`config.mk`:
```
export PLATFORM = sky130hd
export DESIGN_NAME = aim_batch_scheduler
export DESIGN_NICKNAME = d
export VERILOG_FILES = /design/src/rtl/aim_pkg.sv /design/src/rtl/aim_result_serializer.sv /design/src/rtl/aim_batch_scheduler.sv
export SDC_FILE = /design/constraint.sdc
export NUM_CORES = 1
export LEC_CHECK = 0
export ABC_AREA = 1
export BUFFER_PORTS_ARGS = -buffer_cell sky130_fd_sc_hd__buf_2
export CAP_MARGIN = 10
export CORE_AREA = 4 4 346 348
export CTS_BUF_LIST = sky130_fd_sc_hd__clkbuf_2
export DETAILED_ROUTE_END_ITERATION = 8
export DIE_AREA = 0 0 350 352
export PLACE_DENSITY_LB_ADDON = 0.25
export SYNTH_ARGS = -nofsm -noshare
export SYNTH_HDL_FRONTEND = slang
export SYNTH_SLANG_ARGS = --single-unit
```
`constraint.sdc`:
```
create_clock -name i_clk -period 7.3 [get_ports i_clk]
set_clock_uncertainty 0.15 [all_clocks]
set_input_delay 1.46 -clock i_clk [delete_from_list [all_inputs] [get_ports i_clk]]
set_output_delay 1.46 -clock i_clk [all_outputs]
set_load 0.02 [all_outputs]
```
`src/rtl/aim_pkg.sv`:
```
// Shared types and sizing for the AIM batch scheduler.
package aim_pkg;

    localparam int unsigned N_LANE    = 32;
    localparam int unsigned WORD_W    = 16;
    localparam int unsigned POS_W     = 9;
    localparam int unsigned IA_DEPTH  = 256;
    localparam int unsigned WD_CYCLES = 64;

    localparam int unsigned LEN_W  = 9;
    localparam int unsigned IDX_W  = $clog2(N_LANE);
    localparam int unsigned CNT_W  = IDX_W + 1;
    localparam int unsigned ITE_W  = 3;
    localparam int unsigned WD_W   = $clog2(WD_CYCLES);
    localparam int unsigned ERR_W  = 2;

    localparam int unsigned ERR_LEN = 0;
    localparam int unsigned ERR_WD  = 1;

    typedef enum logic [1:0] {
        S_FILL,
        S_LAUNCH,
        S_WAIT,
        S_DRAIN
    } state_t;

    typedef struct packed {
        logic             hit;
        logic [POS_W-1:0] pos;
    } aim_result_t;

    // Matcher iterations minus one for a table of len entries (len in 1..IA_DEPTH).
    function automatic logic [ITE_W-1:0] calc_ite(input logic [LEN_W-1:0] len);
        logic [LEN_W-1:0] len_m1;
        len_m1 = LEN_W'(len - LEN_W'(1));
        return ITE_W'(len_m1 >> IDX_W);
    endfunction

endpackage

```
`src/rtl/aim_result_serializer.sv`:
```
// Holds one batch of matcher results and streams lanes 0..n-1 over valid/ready.
module aim_result_serializer
    import aim_pkg::*;
(
    input  logic                      i_clk,
    input  logic                      i_rst_n,
    input  logic                      i_load,
    input  logic                      i_miss,
    input  logic [CNT_W-1:0]          i_cnt,
    input  logic [N_LANE-1:0]         i_aim_valid,
    input  logic [N_LANE*POS_W-1:0]   i_aim_pos,
    input  logic                      i_r_ready,
    output logic                      o_r_valid,
    output logic [IDX_W-1:0]          o_r_idx,
    output logic                      o_r_hit,
    output logic [POS_W-1:0]          o_r_pos,
    output logic                      o_r_last,
    output logic                      o_done_c
);

    aim_result_t [N_LANE-1:0] res_q, res_d;
    logic [IDX_W-1:0]         idx_q, idx_d;
    logic [CNT_W-1:0]         n_q, n_d;
    logic                     valid_q, valid_d;
    logic                     hit_q, hit_d;
    logic [POS_W-1:0]         pos_q, pos_d;
    logic                     last_q, last_d;
    logic                     hs_c;

    // Capture results on load, then advance one lane per accepted beat.
    always_comb begin
        res_d   = res_q;
        idx_d   = idx_q;
        n_d     = n_q;
        valid_d = valid_q;
        hit_d   = hit_q;
        pos_d   = pos_q;
        last_d  = last_q;
        hs_c    = valid_q & i_r_ready;

        if (i_load) begin
            for (int k = 0; k < int'(N_LANE); k++) begin
                res_d[k].hit = ~i_miss & i_aim_valid[k];
                res_d[k].pos = res_d[k].hit ? i_aim_pos[k*POS_W +: POS_W] : '0;
            end
            n_d     = i_cnt;
            idx_d   = '0;
            valid_d = 1'b1;
            hit_d   = res_d[0].hit;
            pos_d   = res_d[0].pos;
            last_d  = (i_cnt == CNT_W'(1));
        end else if (hs_c) begin
            if (last_q) begin
                valid_d = 1'b0;
                idx_d   = '0;
                hit_d   = 1'b0;
                pos_d   = '0;
                last_d  = 1'b0;
            end else begin
                idx_d  = IDX_W'(idx_q + IDX_W'(1));
                hit_d  = res_q[idx_d].hit;
                pos_d  = res_q[idx_d].pos;
                last_d = (CNT_W'(CNT_W'(idx_d) + CNT_W'(1)) == n_q);
            end
        end
    end

    // Result and beat registers.
    always_ff @(posedge i_clk or negedge i_rst_n) begin
        if (!i_rst_n) begin
            res_q   <= '0;
            idx_q   <= '0;
            n_q     <= '0;
            valid_q <= 1'b0;
            hit_q   <= 1'b0;
            pos_q   <= '0;
            last_q  <= 1'b0;
        end else begin
            res_q   <= res_d;
            idx_q   <= idx_d;
            n_q     <= n_d;
            valid_q <= valid_d;
            hit_q   <= hit_d;
            pos_q   <= pos_d;
            last_q  <= last_d;
        end
    end

    assign o_r_valid = valid_q;
    assign o_r_idx   = idx_q;
    assign o_r_hit   = hit_q;
    assign o_r_pos   = pos_q;
    assign o_r_last  = last_q;
    assign o_done_c  = hs_c & last_q;

endmodule

```
`src/rtl/aim_batch_scheduler.sv`:
```
// Packs query words into lane batches, launches the AIM matcher with a
// watchdog, and hands the per-lane results to the serializer.
module aim_batch_scheduler
    import aim_pkg::*;
(
    input  logic                      i_clk,
    input  logic                      i_rst_n,
    input  logic [LEN_W-1:0]          i_ia_len,
    input  logic                      i_q_valid,
    output logic                      o_q_ready,
    input  logic [WORD_W-1:0]         i_q_word,
    input  logic                      i_q_last,
    output logic                      o_aim_start,
    output logic [ITE_W-1:0]          o_aim_ite,
    output logic [N_LANE*WORD_W-1:0]  o_aim_word,
    input  logic                      i_aim_finish,
    input  logic [N_LANE-1:0]         i_aim_valid,
    input  logic [N_LANE*POS_W-1:0]   i_aim_pos,
    output logic                      o_r_valid,
    input  logic                      i_r_ready,
    output logic [IDX_W-1:0]          o_r_idx,
    output logic                      o_r_hit,
    output logic [POS_W-1:0]          o_r_pos,
    output logic                      o_r_last,
    output logic                      o_busy,
    output logic [ERR_W-1:0]          o_err,
    input  logic                      i_clr_err
);

    state_t                           state_q, state_d;
    logic [CNT_W-1:0]                 cnt_q, cnt_d;
    logic [N_LANE-1:0][WORD_W-1:0]    lane_q, lane_d;
    logic [ITE_W-1:0]                 ite_q, ite_d;
    logic                             start_q, start_d;
    logic                             q_ready_q, q_ready_d;
    logic                             busy_q, busy_d;
    logic [ERR_W-1:0]                 err_q, err_d;
    logic [WD_W-1:0]                  wd_q, wd_d;
    logic [LEN_W-1:0]                 len_c;
    logic                             q_acc_c;
    logic                             ld_c;
    logic                             ld_miss_c;
    logic                             done_c;

    // Next-state, lane fill, launch, watchdog and sticky error logic.
    always_comb begin
        state_d   = state_q;
        cnt_d     = cnt_q;
        lane_d    = lane_q;
        ite_d     = ite_q;
        start_d   = 1'b0;
        err_d     = i_clr_err ? '0 : err_q;
        wd_d      = wd_q;
        len_c     = i_ia_len;
        ld_c      = 1'b0;
        ld_miss_c = 1'b0;
        q_acc_c   = (state_q == S_FILL) & q_ready_q & i_q_valid;

        unique case (state_q)
            S_FILL: begin
                if (q_acc_c) begin
                    lane_d[cnt_q[IDX_W-1:0]] = i_q_word;
                    cnt_d = CNT_W'(cnt_q + CNT_W'(1));
                    if (cnt_q == CNT_W'(N_LANE - 1) || i_q_last) begin
                        state_d = S_LAUNCH;
                    end
                end
            end
            S_LAUNCH: begin
                if (i_ia_len > LEN_W'(IA_DEPTH)) begin
                    len_c          = LEN_W'(IA_DEPTH);
                    err_d[ERR_LEN] = 1'b1;
                end
                if (i_ia_len == '0) begin
                    err_d[ERR_LEN] = 1'b1;
                    ld_c           = 1'b1;
                    ld_miss_c      = 1'b1;
                    state_d        = S_DRAIN;
                end else begin
                    ite_d   = calc_ite(len_c);
                    start_d = 1'b1;
                    wd_d    = '0;
                    state_d = S_WAIT;
                end
            end
            S_WAIT: begin
                if (i_aim_finish) begin
                    ld_c    = 1'b1;
                    state_d = S_DRAIN;
                end else if (wd_q == WD_W'(WD_CYCLES - 1)) begin
                    err_d[ERR_WD] = 1'b1;
                    ld_c          = 1'b1;
                    ld_miss_c     = 1'b1;
                    state_d       = S_DRAIN;
                end else begin
                    wd_d = WD_W'(wd_q + WD_W'(1));
                end
            end
            S_DRAIN: begin
                if (done_c) begin
                    cnt_d   = '0;
                    state_d = S_FILL;
                end
            end
            default: begin
                state_d = S_FILL;
            end
        endcase

        q_ready_d = (state_d == S_FILL);
        busy_d    = (state_d != S_FILL);
    end

    // Control, lane and status registers.
    always_ff @(posedge i_clk or negedge i_rst_n) begin
        if (!i_rst_n) begin
            state_q   <= S_FILL;
            cnt_q     <= '0;
            lane_q    <= '0;
            ite_q     <= '0;
            start_q   <= 1'b0;
            q_ready_q <= 1'b0;
            busy_q    <= 1'b0;
            err_q     <= '0;
            wd_q      <= '0;
        end else begin
            state_q   <= state_d;
            cnt_q     <= cnt_d;
            lane_q    <= lane_d;
            ite_q     <= ite_d;
            start_q   <= start_d;
            q_ready_q <= q_ready_d;
            busy_q    <= busy_d;
            err_q     <= err_d;
            wd_q      <= wd_d;
        end
    end

    aim_result_serializer u_ser (
        .i_clk       (i_clk),
        .i_rst_n     (i_rst_n),
        .i_load      (ld_c),
        .i_miss      (ld_miss_c),
        .i_cnt       (cnt_q),
        .i_aim_valid (i_aim_valid),
        .i_aim_pos   (i_aim_pos),
        .i_r_ready   (i_r_ready),
        .o_r_valid   (o_r_valid),
        .o_r_idx     (o_r_idx),
        .o_r_hit     (o_r_hit),
        .o_r_pos     (o_r_pos),
        .o_r_last    (o_r_last),
        .o_done_c    (done_c)
    );

    assign o_q_ready   = q_ready_q;
    assign o_aim_start = start_q;
    assign o_aim_ite   = ite_q;
    assign o_aim_word  = lane_q;
    assign o_busy      = busy_q;
    assign o_err       = err_q;

endmodule
```
* After elaboration in Yosys (flattened, before gate mapping)
Cells that the tools add are included.
** Operators by class
- $add $sub $neg :: 5
- Magnitude comparators :: 4
- Equal/unequal tests :: 12
- Multiplexer cells :: 83
- Bitwise gates (word level) :: 38
- Reduce and logical (&&, ||, !) cells :: 15
** Operators by type and width (number)
- $bwmux W512 :: 1
- $mux W9 :: 35
- $demux W16 S5 :: 1
- $bmux W10 S5 :: 1
- $and A1 B1 Y1 :: 36
- $mux W6 :: 5
- $pmux W6 S2 :: 2
- $mux W1 :: 22
- $mux W16 :: 1
- $mux W8 :: 2
- $mux W5 :: 3
- $add A6 B1 Y6 const B :: 2
- $lt A5 B6 Y1 const B :: 2
- $mux W2 :: 6
- $mux W10 :: 1
- $ne A2 B2 Y1 const B :: 5
- $reduce_bool A2 Y1 :: 5
- $gt A9 B9 Y1 const B :: 1
- $logic_not A9 Y1 :: 1
- $pmux W2 S4 :: 1
- $sub A8 B1 Y8 const B :: 1
- $add A5 B1 Y6 const B :: 1
- $eq A6 B1 Y1 const B :: 1
- $eq A6 B5 Y1 const B :: 1
- other kinds (14) :: 20
** Word-level totals
- Bits in registers :: 877
- Output and inout bits :: 537

* Logic depth before layout (Yosys ltp)
Gate-level depths: netlist of run 1.
- Depth after elaboration :: 8
- Depth in mapped cells :: 16
- Gate-level depth less buffers :: 14

* Modules after synthesis
Synthesis of run 1 repeated with hierarchy kept, for this count alone.
** Second synthesis, totals
- Cell total of the unflattened synthesis :: 4144
- Area total of the unflattened synthesis :: 36769.0 um^2
** By module, submodules not included
- aim_batch_scheduler :: instances 1, cells each 1924, area each 19553.8 um^2, sequential area each 13362.8 um^2
- aim_result_serializer :: instances 1, cells each 2220, area each 17215.3 um^2, sequential area each 8583.2 um^2

* Worst setup path after synthesis of run 1
Ideal clock, no wire load.
- Path type :: input to register
- Start point :: input i_ia_len[4]
- End point :: register u_ser.pos_q[0], in the netlist u_ser.o_r_pos[0]
- Library setup time :: 0.124 ns
- Arrival time :: 2.679 ns
- Data required time :: 7.026 ns
- Setup slack :: 4.348 ns
- Stages on the path :: 12
- Path buffers :: 2
- Cells stage by stage :: nor2_1 > nand2_1 > nor2_2 > nand3_2 > nand2_2 > nand2_2 > buf_6 > nand2_4 > inv_1 > buf_2 > a21oi_1 > a21oi_1
** Between the ends
- Word-level cells in the longest chain between the ends :: 7
- Elaborated cells on any way between the ends :: 9
- Classes of those cells :: 5 x mux; 2 x bitwise; 2 x reduce/logical
** RTL lines
- from (decl) :: RTL line aim_batch_scheduler.sv:8 : input logic [LEN_W-1:0] i_ia_len,
- $logic_not A9 Y1 (*) :: RTL line aim_batch_scheduler.sv:74 : if (i_ia_len == '0) begin
- $mux W1 (*) :: RTL line aim_batch_scheduler.sv:74
- $pmux W1 S2 :: RTL line aim_batch_scheduler.sv:59 : unique case (state_q)
- $not A1 Y1 :: RTL line aim_result_serializer.sv:43 : res_d[k].hit = ~i_miss & i_aim_valid[k];
- $and A1 B1 Y1 :: RTL line aim_result_serializer.sv:43
- $mux W9 :: RTL line aim_result_serializer.sv:44 : res_d[k].pos = res_d[k].hit ? i_aim_pos[k*POS_W +: POS_W] : '0;
- $mux W9 :: RTL line aim_result_serializer.sv:41 : if (i_load) begin
- to (signal assigned) :: RTL line aim_result_serializer.sv:84 : pos_q <= pos_d;
- to (decl) :: RTL line aim_result_serializer.sv:26 : logic [POS_W-1:0] pos_q, pos_d;
Every way passes the cells marked *; elsewhere a longest branch is shown, timed or not.
A chain may end at the register's enable or synchronous reset.

* Worst setup path after layout of run 1
- Start point :: register u_ser.idx_q[0], in the netlist u_ser.o_r_idx[0]
- End point :: output o_r_idx[0]
** RTL lines
- from (decl) :: RTL line aim_result_serializer.sv:22 : logic [IDX_W-1:0] idx_q, idx_d;
- from (signal assigned) :: RTL line aim_result_serializer.sv:80 : idx_q <= idx_d;
- to (decl) :: RTL line aim_batch_scheduler.sv:21 : output logic [IDX_W-1:0] o_r_idx,
No word-level cell between the ends.

==> run metrics, run 1 <==
DRC viols 0; IR Drop Worst-Case VDD 0.1691 mV; Mapped Nets 4502; CTS buffer count 231; top cell type's share of synthesized area 60.09%; Routed Antenna Nets 0; Max Cap Violations 0; Max Clk Rate about 220 MHz; post-CTS setup buffer count 0; grt total ovfl 0; share of cells above drive strength 1 24.14%; CP Class flop to primary output; I/O pins 889; routed vias 34.08k; EDFF count, synth 0; H-tree Lvls 4; dpl hpwl between 100 and 150 mm; initial antenna violation count 18; largest net degree at the start of global routing ~260; Port Buf Inserts 888; final critical-path required period 4.625 ns; final instance area between 40000 and 50000 µm²; Hold Vio Cnt, Final 0; clock latency on the worst-skew pair 1.53 ns; Final Util roughly 41%; Synth top cells by count 1029 x nand2_1, 877 x dfrtp_1, 780 x o21ai_0; Core Rows 125; smallest hold slack 0.2728 ns; drt initial violations 2902; register area share after synthesis about three fifths; largest area contributor in the netlist dfrtp_1; CP Data Required Time between 5 and 6 ns; number of fill cells between 10k and 15k; Synth Register Bits 877; Pleak 24.60 nW; nets between 5k and 6k; YS warnings 0; clock slew at reported path FFs roughly 0.10 ns; status finished clean; area of the multi-input gates 11940 µm²; PnR worst setup slack 2.675 ns; Slew Limit Fails 0; die height 352 µm; gr usage total 24.06%; DR vias/cell 4.851; worst slew pin tran 1.260 ns; CP arrival 3.02 ns; Final Power 14.89 mW; pre-CTS setup slack 2.890 ns; Final Cycle Share between 60 and 70%; Setup TNS 0 ns; initial core utilization 31.43%; vias in the first global route 34.41k; DIE WIDTH 350 µm; RD Place Congestion 0.8509; Non-Filler Instances ~7k; nature of the critical path endpoint primary output; Synth-to-Final Area Change 29.19%; DR pass1 iterations 6; relative slew slack 15.98%; Clock Tree Buf Depth 3; Post-Syn Instances between 4k and 5k; PD cells 315.5 nW/µm²; setup violators final 0; Routed wire per std cell 21.57 µm; placed cell count 6306; Synth area leaders dfrtp_1 60%, o21ai_0 11%, nand2_1 11%; critical path launch point type flop; die area 123200 µm²; CTS tree built; crit-path max FO 59; unrepaired setup endpoints after global routing false; Clock Sinks 877; dpl cell area 42090 µm²; Clock Tree Root clkbuf_2; Reg area 21950 µm²; commonest register cell after synthesis dfrtp_1; Placeable Area 116200 µm²; Post-Syn Area per Cell 8.826 µm²; global-route wire length before repair 224.2 mm; Mapped Area 36520 µm²; number of library cell types mapped by synthesis 36; count leader, synth nand2_1; final wirelength 151.5 mm; Synth async-reset ratio 100.0%; worst min-delay path category input port to flop
==> state kept, by name, summed over array words and instances (netlist names) <==
register / cells
o_err: 2
o_aim_word: 512
u_ser.o_r_valid: 1
o_aim_ite: 3
u_ser.o_r_pos: 9
u_ser.o_r_last: 1
u_ser.n_q: 6
wd_q: 6
u_ser.o_r_hit: 1
cnt_q: 6
u_ser.res_q: 320
u_ser.o_r_idx: 5
o_q_ready: 1
o_busy: 1
o_aim_start: 1
state_q: 2
==> repair_timing <==
action	4_1_cts	5_1_grt
endpoints found under the hold margin	376	0
hold buffers	296	0
endpoints found under the setup margin	0	0
gates resized for setup	0	0
==> placed cells by master, fill, tap and decap left out, types with 3 or more instances in the layout <==
master / netlist / routed
xor2_1: 5 / 5
nand4_1: 9 / 9
o211ai_1: 40 / 40
o31ai_1: 3 / 3
nor2_2: 3 / 5
nor3_1: 7 / 7
dfrtp_1: 877 / 876
nand3_1: 555 / 555
a21oi_1: 35 / 35
clkinv_2: 1 / 6
inv_1: 372 / 372
nor2_1: 70 / 68
ha_1: 12 / 11
buf_2: 42 / 887
dlygate4sd3_1: 0 / 296
diode_2: 0 / 20
o21ai_0: 780 / 780
inv_12: 0 / 3
buf_4: 5 / 41
inv_8: 0 / 3
o21ai_1: 29 / 29
o22ai_1: 4 / 4
clkbuf_2: 0 / 350
clkinv_1: 2 / 32
nand2_1: 1029 / 1028
inv_6: 0 / 4
buf_12: 1 / 5
==> area by class of cell <==
| class | count | area share (%) |
|---|---|---|
| clock inverters | 52 | 0.6974 |
| clock buffers | 350 | 3.713 |
| diodes | 20 | 0.1061 |
| flip-flops and latches | 877 | 46.52 |
| well taps | 1524 | 4.041 |
| inverters | 376 | 3.031 |
| multi-input cells | 2595 | 25.30 |
| repair buffers | 1230 | 16.58 |
==> cells by family (layout without fill, tap and decap cells) <==
logic type / count (synthesis) / in the layout / share of synthesized area, %
AO/OA/AOI/OAI: 895 / 895 / 12.60
XOR/XNOR: 7 / 7 / 0.1679
adder cells (fa/ha/maj): 12 / 12 / 0.4111
buffers and inverters: 666 / 2008 / 7.315
flip-flops: 877 / 877 / 60.09
other: 0 / 20 / 0
AND/OR/NAND/NOR: 1681 / 1681 / 19.41
==> critical path, stage by stage, from the launching register on <==
cell     delay, ns
dfrtp_4       0.56
buf_4         0.62
buf_2         0.29
==> final timing paths <==
path	from	to	depth (start not counted)	slack, ns
min in group asynchronous	i_rst_n	u_ser.res_q[261]	2	0.41
max reg2reg	u_ser.o_r_idx[0]	u_ser.o_r_pos[3]	10	3.05
max	u_ser.o_r_idx[0]	o_r_idx[0]	2	2.67
min	i_ia_len[8]	o_err[0]	4	0.27
min reg2reg	o_aim_word[297]	o_aim_word[297]	2	0.33
max in group asynchronous	i_rst_n	o_aim_word[128]	3	4.88
==> power breakdown <==
group	leakage (nW)	total (mW)	switching (mW)	internal (mW)
sequential	11.8	6.36	0.457	5.90
combinational	11.1	4.98	3.40	1.58
clock	1.61	3.55	2.20	1.35
==> per-layer routing <==
metal  part of all wire, %  GRT usage, %
met3                   9.0         7.257
met1                    40         30.05
met2                    46         38.47
met5                 0.018             0
met4                   4.4         10.67
Note: power is estimated with default switching activity, not from simulation.
==> run 2: changes to the inputs <==
--- a/config.mk
+++ b/config.mk
@@ -5,13 +5,13 @@
 export SDC_FILE = /design/constraint.sdc
 export NUM_CORES = 1
 export LEC_CHECK = 0
-export ABC_AREA = 1
+export ABC_AREA = 0
 export BUFFER_PORTS_ARGS = -buffer_cell sky130_fd_sc_hd__buf_2
 export CAP_MARGIN = 10
-export CORE_AREA = 4 4 346 348
+export CORE_AREA = 4 4 343 345
 export CTS_BUF_LIST = sky130_fd_sc_hd__clkbuf_2
 export DETAILED_ROUTE_END_ITERATION = 8
-export DIE_AREA = 0 0 350 352
+export DIE_AREA = 0 0 347 349
 export PLACE_DENSITY_LB_ADDON = 0.25
 export SYNTH_ARGS = -nofsm -noshare
 export SYNTH_HDL_FRONTEND = slang
==> constraint.sdc (replaced) <==
create_clock -name i_clk -period 4.4 [get_ports i_clk]
set_clock_uncertainty 0.15 [all_clocks]
set_input_delay 0.88 -clock i_clk [delete_from_list [all_inputs] [get_ports i_clk]]
set_output_delay 0.88 -clock i_clk [all_outputs]
set_load 0.02 [all_outputs]
==> run metrics, run 2 <==
status finished clean; top cell type's share of synthesized area 60.94%; CP Class flop to flop; nature of the critical path endpoint flop; Clock Tree Root clkbuf_2; Synth async-reset ratio 100.0%; most common cell after layout, fill and taps aside dlygate4sd3_1; largest area contributor in the netlist dfrtp_1; crit-path max FO 14; post-CTS setup buffer count 0; Max Cap Violations 0; global-route wire length before repair about 230 mm; CTS tree built; CTS buffer count 234; Cell Int Power 10.88 mW; RD Place Congestion 0.8344; worst min-delay path category input port to flop; Synth top cells by count 877 x dfrtp_1, 517 x mux2_2, 280 x a32o_1; relative slew slack 18.31%; initial core utilization 31.54%; post-CTS sizing 0; reg2reg start state_q[1]; critical path launch point type flop; DR vias/cell 5.246; routed vias approximately 31k; Clock power frac roughly 40%; commonest register cell after synthesis dfrtp_1; worst slew pin tran 1.225 ns; sw power roughly 4.2 mW; Clock Tree Buf Depth 3; YS warnings 0; hold depth 5; max reg flops 512; Clock Sinks 877; Hold Startpoint i_ia_len[0]; final instance area 53620 µm²; PnR worst setup slack ~0.46 ns; Routed wire per std cell 26.26 µm; dpl hpwl just under 100 mm; CP arrival 5.18 ns; gr usage total about a quarter; smallest hold slack 0.3348 ns; Max Clk Rate ~250 MHz; I/O pins 889; r2r endpoint u_ser.o_r_pos[5]; PD cells approximately 280 nW/µm²; DRC viols 0; Hold Vio Cnt, Final 0; Pleak 28.22 nW; Post-Syn Area per Cell 15.35 µm²; Synth area leaders dfrtp_1 61%, mux2_2 16%, a32o_1 7.8%; DR pass1 iterations 7; count leader, synth dfrtp_1; grt total ovfl 0; largest net degree at the start of global routing 196; vias in the first global route between 30k and 40k; initial antenna violation count 16; nets 4616; Final Power 15.05 mW; final wirelength around 160 mm; H-tree Lvls 4; Final Cycle Share 89.49%; share of cells above drive strength 1 44.69%; dpl cell area between 40000 and 50000 µm²; drt initial violations 2620; clock latency on the worst-skew pair 1.48 ns; Synth Register Bits 877; Combinational Power Share around 7.3%; Hold EP wd_q[1]; R2R depth 10; Mapped Nets 2710; Port Buf Inserts 888; IR Drop Worst-Case VDD 0.1998 mV; die height ~350 µm; Post-Syn Instances 2346; unrepaired setup endpoints after global routing false; R2R Setup Slk 0.46 ns; final critical-path required period 3.937 ns; CP Data Required Time 5.64 ns; DIE WIDTH about 350 µm; sequential power share a little over half; Switching Share 27.70%; setup violators final 0; register area share after synthesis about three fifths; Placeable Area between 100000 and 150000 µm²; number of library cell types mapped by synthesis 64; EDFF count, synth 0; Mapped Area 36010 µm²; Slew Limit Fails 0; Synth-to-Final Area Change 48.90%; Setup TNS 0 ns; pre-CTS setup slack 1.142 ns; die area around 120000 µm²; Core Rows ~120; highest-count cells in the layout ignoring fill and taps 946 x dlygate4sd3_1, 887 x buf_2, 876 x dfrtp_1, 517 x mux2_2, 367 x clkbuf_2; Routed Antenna Nets 0; clock slew at reported path FFs 0.11 ns
==> run 2: cell types whose count changed after synthesis, moves of 150 or more <==
cell,before,now
a32o_1,0,280
clkbuf_1,217,67
inv_1,372,11
mux2_2,0,517
nand2_1,1029,36
nand3_1,555,14
o21ai_0,780,28
==> run 2: layout make-up <==
type | instances | area [µm²]
diodes | 22 | 55.05
clock buffers | 367 | 1837
clock inverters | 43 | 275.3
fillers | 10207 | 60570
inverters | 11 | 41.29
multi-input cells | 1232 | 12950
flip-flops and latches | 877 | 21950
well taps | 1512 | 1892
repair buffers | 1896 | 14620
==> run 2: what timing repair did <==
item / CTS / global route
hold buffers: 947 / 0
endpoints found under the hold margin: 1663 / 0
setup endpoints to repair: 0 / 0
==> run 2: how the worst max path moves through the flow <==
| stage | to | cells after the start | startpoint | slack [ns] |
|---|---|---|---|---|
| 6_report | u_ser.o_r_pos[5] | 10 | state_q[1] | 0.46 |
| 2_1_floorplan | u_ser.o_r_pos[7] | 12 | u_ser.o_r_idx[0] | 1.53 |
| 3_3_place_gp | u_ser.o_r_pos[7] | 7 | i_ia_len[5] | 1.14 |
| 3_5_place_dp | u_ser.o_r_pos[7] | 7 | i_ia_len[5] | 1.14 |
| 4_1_cts | o_r_idx[0] | 2 | u_ser.o_r_idx[0] | 0.26 |
| 5_1_grt | o_r_idx[0] | 2 | u_ser.o_r_idx[0] | 0.22 |
==> run 2: kinds of logic after synthesis <==
logic type / synth area share [%]
compound gates: 10.67
xor+xnor: 0.3370
fa+ha+maj: 0.4169
buf+inv: 3.200
flops: 60.94
mux: 22.05
simple gates: 2.387
==> run 2: power by group through the flow <==
stage	Combinational, mW	Clock, mW	Sequential (mW)
2_1_floorplan	0.0889	0	8.21
3_3_place_gp	0.617	0	8.21
3_5_place_dp	0.617	0	8.21
4_1_cts	1.07	6.06	8.05
5_1_grt	1.17	6.52	8.06
6_report	1.10	5.90	8.05
==> run 2: per-stage QoR <==
stage,cells,utilization [%]
2_1_floorplan,2346,-
3_3_place_gp,4581,36.74
3_5_place_dp,4581,36.74
4_1_cts,5938,46.91
5_1_grt,5954,46.95
6_report,5960,46.96
==> run 2: worst max-delay path, cell delays in order (launching register included) <==
cell,delay (ns)
dfrtp_1,0.44
inv_1,0.08
ha_1,0.34
nor2b_1,0.21
and4_1,0.30
o21ai_4,0.30
a21boi_4,0.49
dlygate4sd3_1,0.85
a22oi_1,0.10
dlygate4sd3_1,0.58
o21ai_1,0.07
==> run 2: layer usage <==
metal / GRT usage [%] / vias to the layer above / routed length, µm
li1: - / 12973 / -
met1: 30.08 / 16140 / 60240
met2: 42.17 / 1639 / 76250
met3: 6.021 / 515 / 11070
met4: 13.79 / 0 / 8927
met5: 0 / - / 0
==> run 3: changes to the inputs <==
--- a/config.mk
+++ b/config.mk
@@ -8,10 +8,11 @@
 export ABC_AREA = 0
 export BUFFER_PORTS_ARGS = -buffer_cell sky130_fd_sc_hd__buf_2
 export CAP_MARGIN = 10
-export CORE_AREA = 4 4 343 345
+export CORE_ASPECT_RATIO = 0.5
+export CORE_MARGIN = 4
+export CORE_UTILIZATION = 40
 export CTS_BUF_LIST = sky130_fd_sc_hd__clkbuf_2
 export DETAILED_ROUTE_END_ITERATION = 8
-export DIE_AREA = 0 0 347 349
 export PLACE_DENSITY_LB_ADDON = 0.25
 export SYNTH_ARGS = -nofsm -noshare
 export SYNTH_HDL_FRONTEND = slang
==> run metrics, run 3 <==
Synth async-reset ratio 100.0%; Port Buf Inserts 888; hold_buf cts about 920; initial core utilization 40.54%; Mapped Area 36010 µm²; Synth top cells by count 877 x dfrtp_1, 517 x mux2_2, 280 x a32o_1; post-CTS setup buffer count 0; Synth area leaders dfrtp_1 61%, mux2_2 16%, a32o_1 7.8%; die height ~220 µm; Mapped Nets 2710; status stopped before the end; Last stage 4_1_cts; Post-Syn Instances 2346; Clock Tree Buf Depth 3; DIE WIDTH 432.3 µm; adder-cell area share of the yosys netlist 0.4169%; Synth Area in Compound Gates 10.67%; register area share after synthesis 60.94%; commonest register cell after synthesis dfrtp_1; main combinational cell family by area after synthesis multiplexers; Simple-Gate Fraction of Synth Area about 2.4%; First Err [ERROR RSZ-0060] Max buffer count reached.; H-tree Lvls 4; number of library cell types mapped by synthesis between 60 and 70; post-CTS sizing 0; Synth Register Bits 877; I/O pins 889; mux share of post-synthesis cell area 22.05%; Core Rows 77; pre-CTS setup slack 1.020 ns; largest area contributor in the netlist dfrtp_1; YS warnings 0; Post-Synth XOR/XNOR Area 0.3370%; RD Place Congestion 0.8263; EDFF count, synth 0; Clock Tree Root clkbuf_2; top cell type's share of synthesized area 60.94%; Post-Syn Area per Cell 15.35 µm²; count leader, synth dfrtp_1; Clock Sinks 877; CTS buffer count 195; dpl hpwl 82.65 mm
run 3: cell counts after synthesis:
Identical to the previous run, type by type.
run 3: cell families after synthesis:
logic type | Yosys count
DFF | 877
muxes | 626
AOI/OAI and AO/OA | 418
buffers and inverters | 237
and+or+nand+nor | 163
xor gates and xnor gates | 13
adders and majority gates | 12
run 3: per-stage QoR:
| stage | cells | cell area, µm² | hold slack (ns) |
|---|---|---|---|
| 2_1_floorplan | 2346 | 36010 | 0.2943 |
| 3_3_place_gp | 4262 | 41610 | 0.3101 |
| 3_5_place_dp | 4262 | 41610 | 0.3203 |
==> run 4: changes to the inputs <==
--- a/config.mk
+++ b/config.mk
@@ -8,12 +8,10 @@
 export ABC_AREA = 0
 export BUFFER_PORTS_ARGS = -buffer_cell sky130_fd_sc_hd__buf_2
 export CAP_MARGIN = 10
-export CORE_ASPECT_RATIO = 0.5
 export CORE_MARGIN = 4
-export CORE_UTILIZATION = 40
-export CTS_BUF_LIST = sky130_fd_sc_hd__clkbuf_2
+export CORE_UTILIZATION = 25
 export DETAILED_ROUTE_END_ITERATION = 8
-export PLACE_DENSITY_LB_ADDON = 0.25
+export PLACE_DENSITY_LB_ADDON = 0.15
 export SYNTH_ARGS = -nofsm -noshare
 export SYNTH_HDL_FRONTEND = slang
 export SYNTH_SLANG_ARGS = --single-unit
==> run metrics, run 4 (synthesized netlist as in run 2, its figures left out) <==
Final Power 17.38 mW; Cell Int Power 13.25 mW; Final Cycle Share between 70% and 80%; grt total ovfl 0; I/O pins 889; global-route wire length before repair 215.4 mm; highest-count cells in the layout ignoring fill and taps 887 x buf_2, 876 x dfrtp_1, 517 x mux2_2, 280 x a32o_1, 105 x clkbuf_16; vias in the first global route between 20k and 30k; die height 387.5 µm; setup violators final 0; Max Cap Violations 0; r2r endpoint u_ser.o_r_pos[3]; worst min-delay path category input port to asynchronous set/reset pin; PnR worst setup slack around 0.96 ns; max reg flops 512; initial antenna violation count 35; Clock Tree Root clkbuf_16; Post-Route M1 WL 65.83 mm; Routed Antenna Nets 0; clock latency on the worst-skew pair 0.71 ns; Switching Share 23.77%; final wirelength ~150 mm; Slew Limit Fails 0; CP startpoint u_ser.o_r_idx[0]; Port Buf Inserts about 900; CP Class flop to primary output; DRC viols 0; pre-CTS setup slack around 1.1 ns; R2R depth 7; Pleak between 20 and 25 nW; unrepaired setup endpoints after global routing false; status finished clean; routed vias 25.46k; sequence of cells on the critical path buf_4 -> buf_12 -> buf_2; final instance area 46030 µm²; met3 wire length 8.729 mm; met2 wire len around 74 mm; crit-path max FO 72; Clock power frac 50.1%; Max Clk Rate 290.3 MHz; Final Util between 30% and 40%; slowest CP cell buf_12; clock slew at reported path FFs about 0.06 ns; nature of the critical path endpoint primary output; die area about 150000 µm²; Synth-to-Final Area Change 27.81%; Routed wire per std cell 29.60 µm; nets 3551; largest net degree at the start of global routing 98; reg2reg start u_ser.o_r_idx[1]; critical path launch point type flop; DIE WIDTH 387.5 µm; H-tree Lvls 3; final critical-path required period 3.444 ns; IR Drop Worst-Case VDD 0.3147 mV; CTS buffer count roughly 100; number of fill cells 14.50k; most common cell after layout, fill and taps aside buf_2; R2R Setup Slk ~1.1 ns; DR pass1 iterations 5; gr usage total 19.87%; dpl cell area 42520 µm²; Clock Tree Buf Depth 3; CP Data Required Time 3.37 ns; relative slew slack 24.60%; CP arrival 2.41 ns; Clock Sinks just under 900; Setup TNS 0 ns; PD cells approximately 380 nW/µm²; sw power 4.131 mW; initial core utilization between 20% and 30%; hold_buf cts 0; sequential power share 46.4%; worst slew pin tran 1.131 ns; dpl hpwl 111.0 mm; Combinational Power Share 3.5%; Placeable Area 143300 µm²; Hold Vio Cnt, Final 0; post-CTS setup buffer count 0; RD Place Congestion approximately 0.81; post-CTS sizing 0; CTS tree built; drt initial violations 1461; DR vias/cell 4.905; Max Used Layer met5; Worst path max stage delay 0.54 ns; Core Rows around 140; share of cells above drive strength 1 54.11%
-- run 4: through the flow --
stage | instances | hold slack (ns)
2_1_floorplan | 2346 | 0.2943
3_3_place_gp | 4984 | 0.2981
3_5_place_dp | 4984 | 0.3129
4_1_cts | 5174 | 0.02003
5_1_grt | 5181 | 0.009177
6_report | 5190 | 0.01373
-- run 4: critical path, delay by kind of cell, from the launching register on --
kind	cells	cell delay, ns
flops	1	0.40
buf+inv	3	1.23
-- run 4: power groups by stage --
stage	Sequential (mW)	Combinational, mW	Clock (mW)
after CTS	8.07	0.629	9.00
after floorplan	8.21	0.0889	0
after global placement	8.21	0.632	0
after detailed placement	8.21	0.628	0
after global routing	8.06	0.660	9.33
final	8.07	0.602	8.71
-- run 4: worst max path at each step --
stage | cells past startpoint | endpoint | slack (ns)
2_1_floorplan | 12 | u_ser.o_r_pos[7] | 1.53
3_3_place_gp | 7 | u_ser.o_r_last | 1.10
3_5_place_dp | 5 | o_aim_word[393] | 1.10
4_1_cts | 3 | o_r_idx[0] | 0.77
5_1_grt | 3 | o_r_idx[0] | 0.73
6_report | 3 | o_r_idx[0] | 0.96
-- run 4: final cells by class --
class                   count  area [µm²]  share of cell area [%]
well taps                1903        2381                   5.173
inverters                  11       41.29                 0.08971
multi-input cells        1232       12950                   28.14
clock buffers             152        3034                   6.592
diodes                     16       40.04                 0.08699
clock inverters            38       426.7                  0.9270
flip-flops and latches    877       21950                   47.69
repair buffers            961        5202                   11.30
-- run 4: routing by layer --
| metal | global-route usage, % | vias up |
|---|---|---|
| li1 | - | 10709 |
| met1 | 25.68 | 13799 |
| met2 | 33.07 | 744 |
| met3 | 4.839 | 201 |
| met4 | 5.802 | 2 |
| met5 | 0 | - |
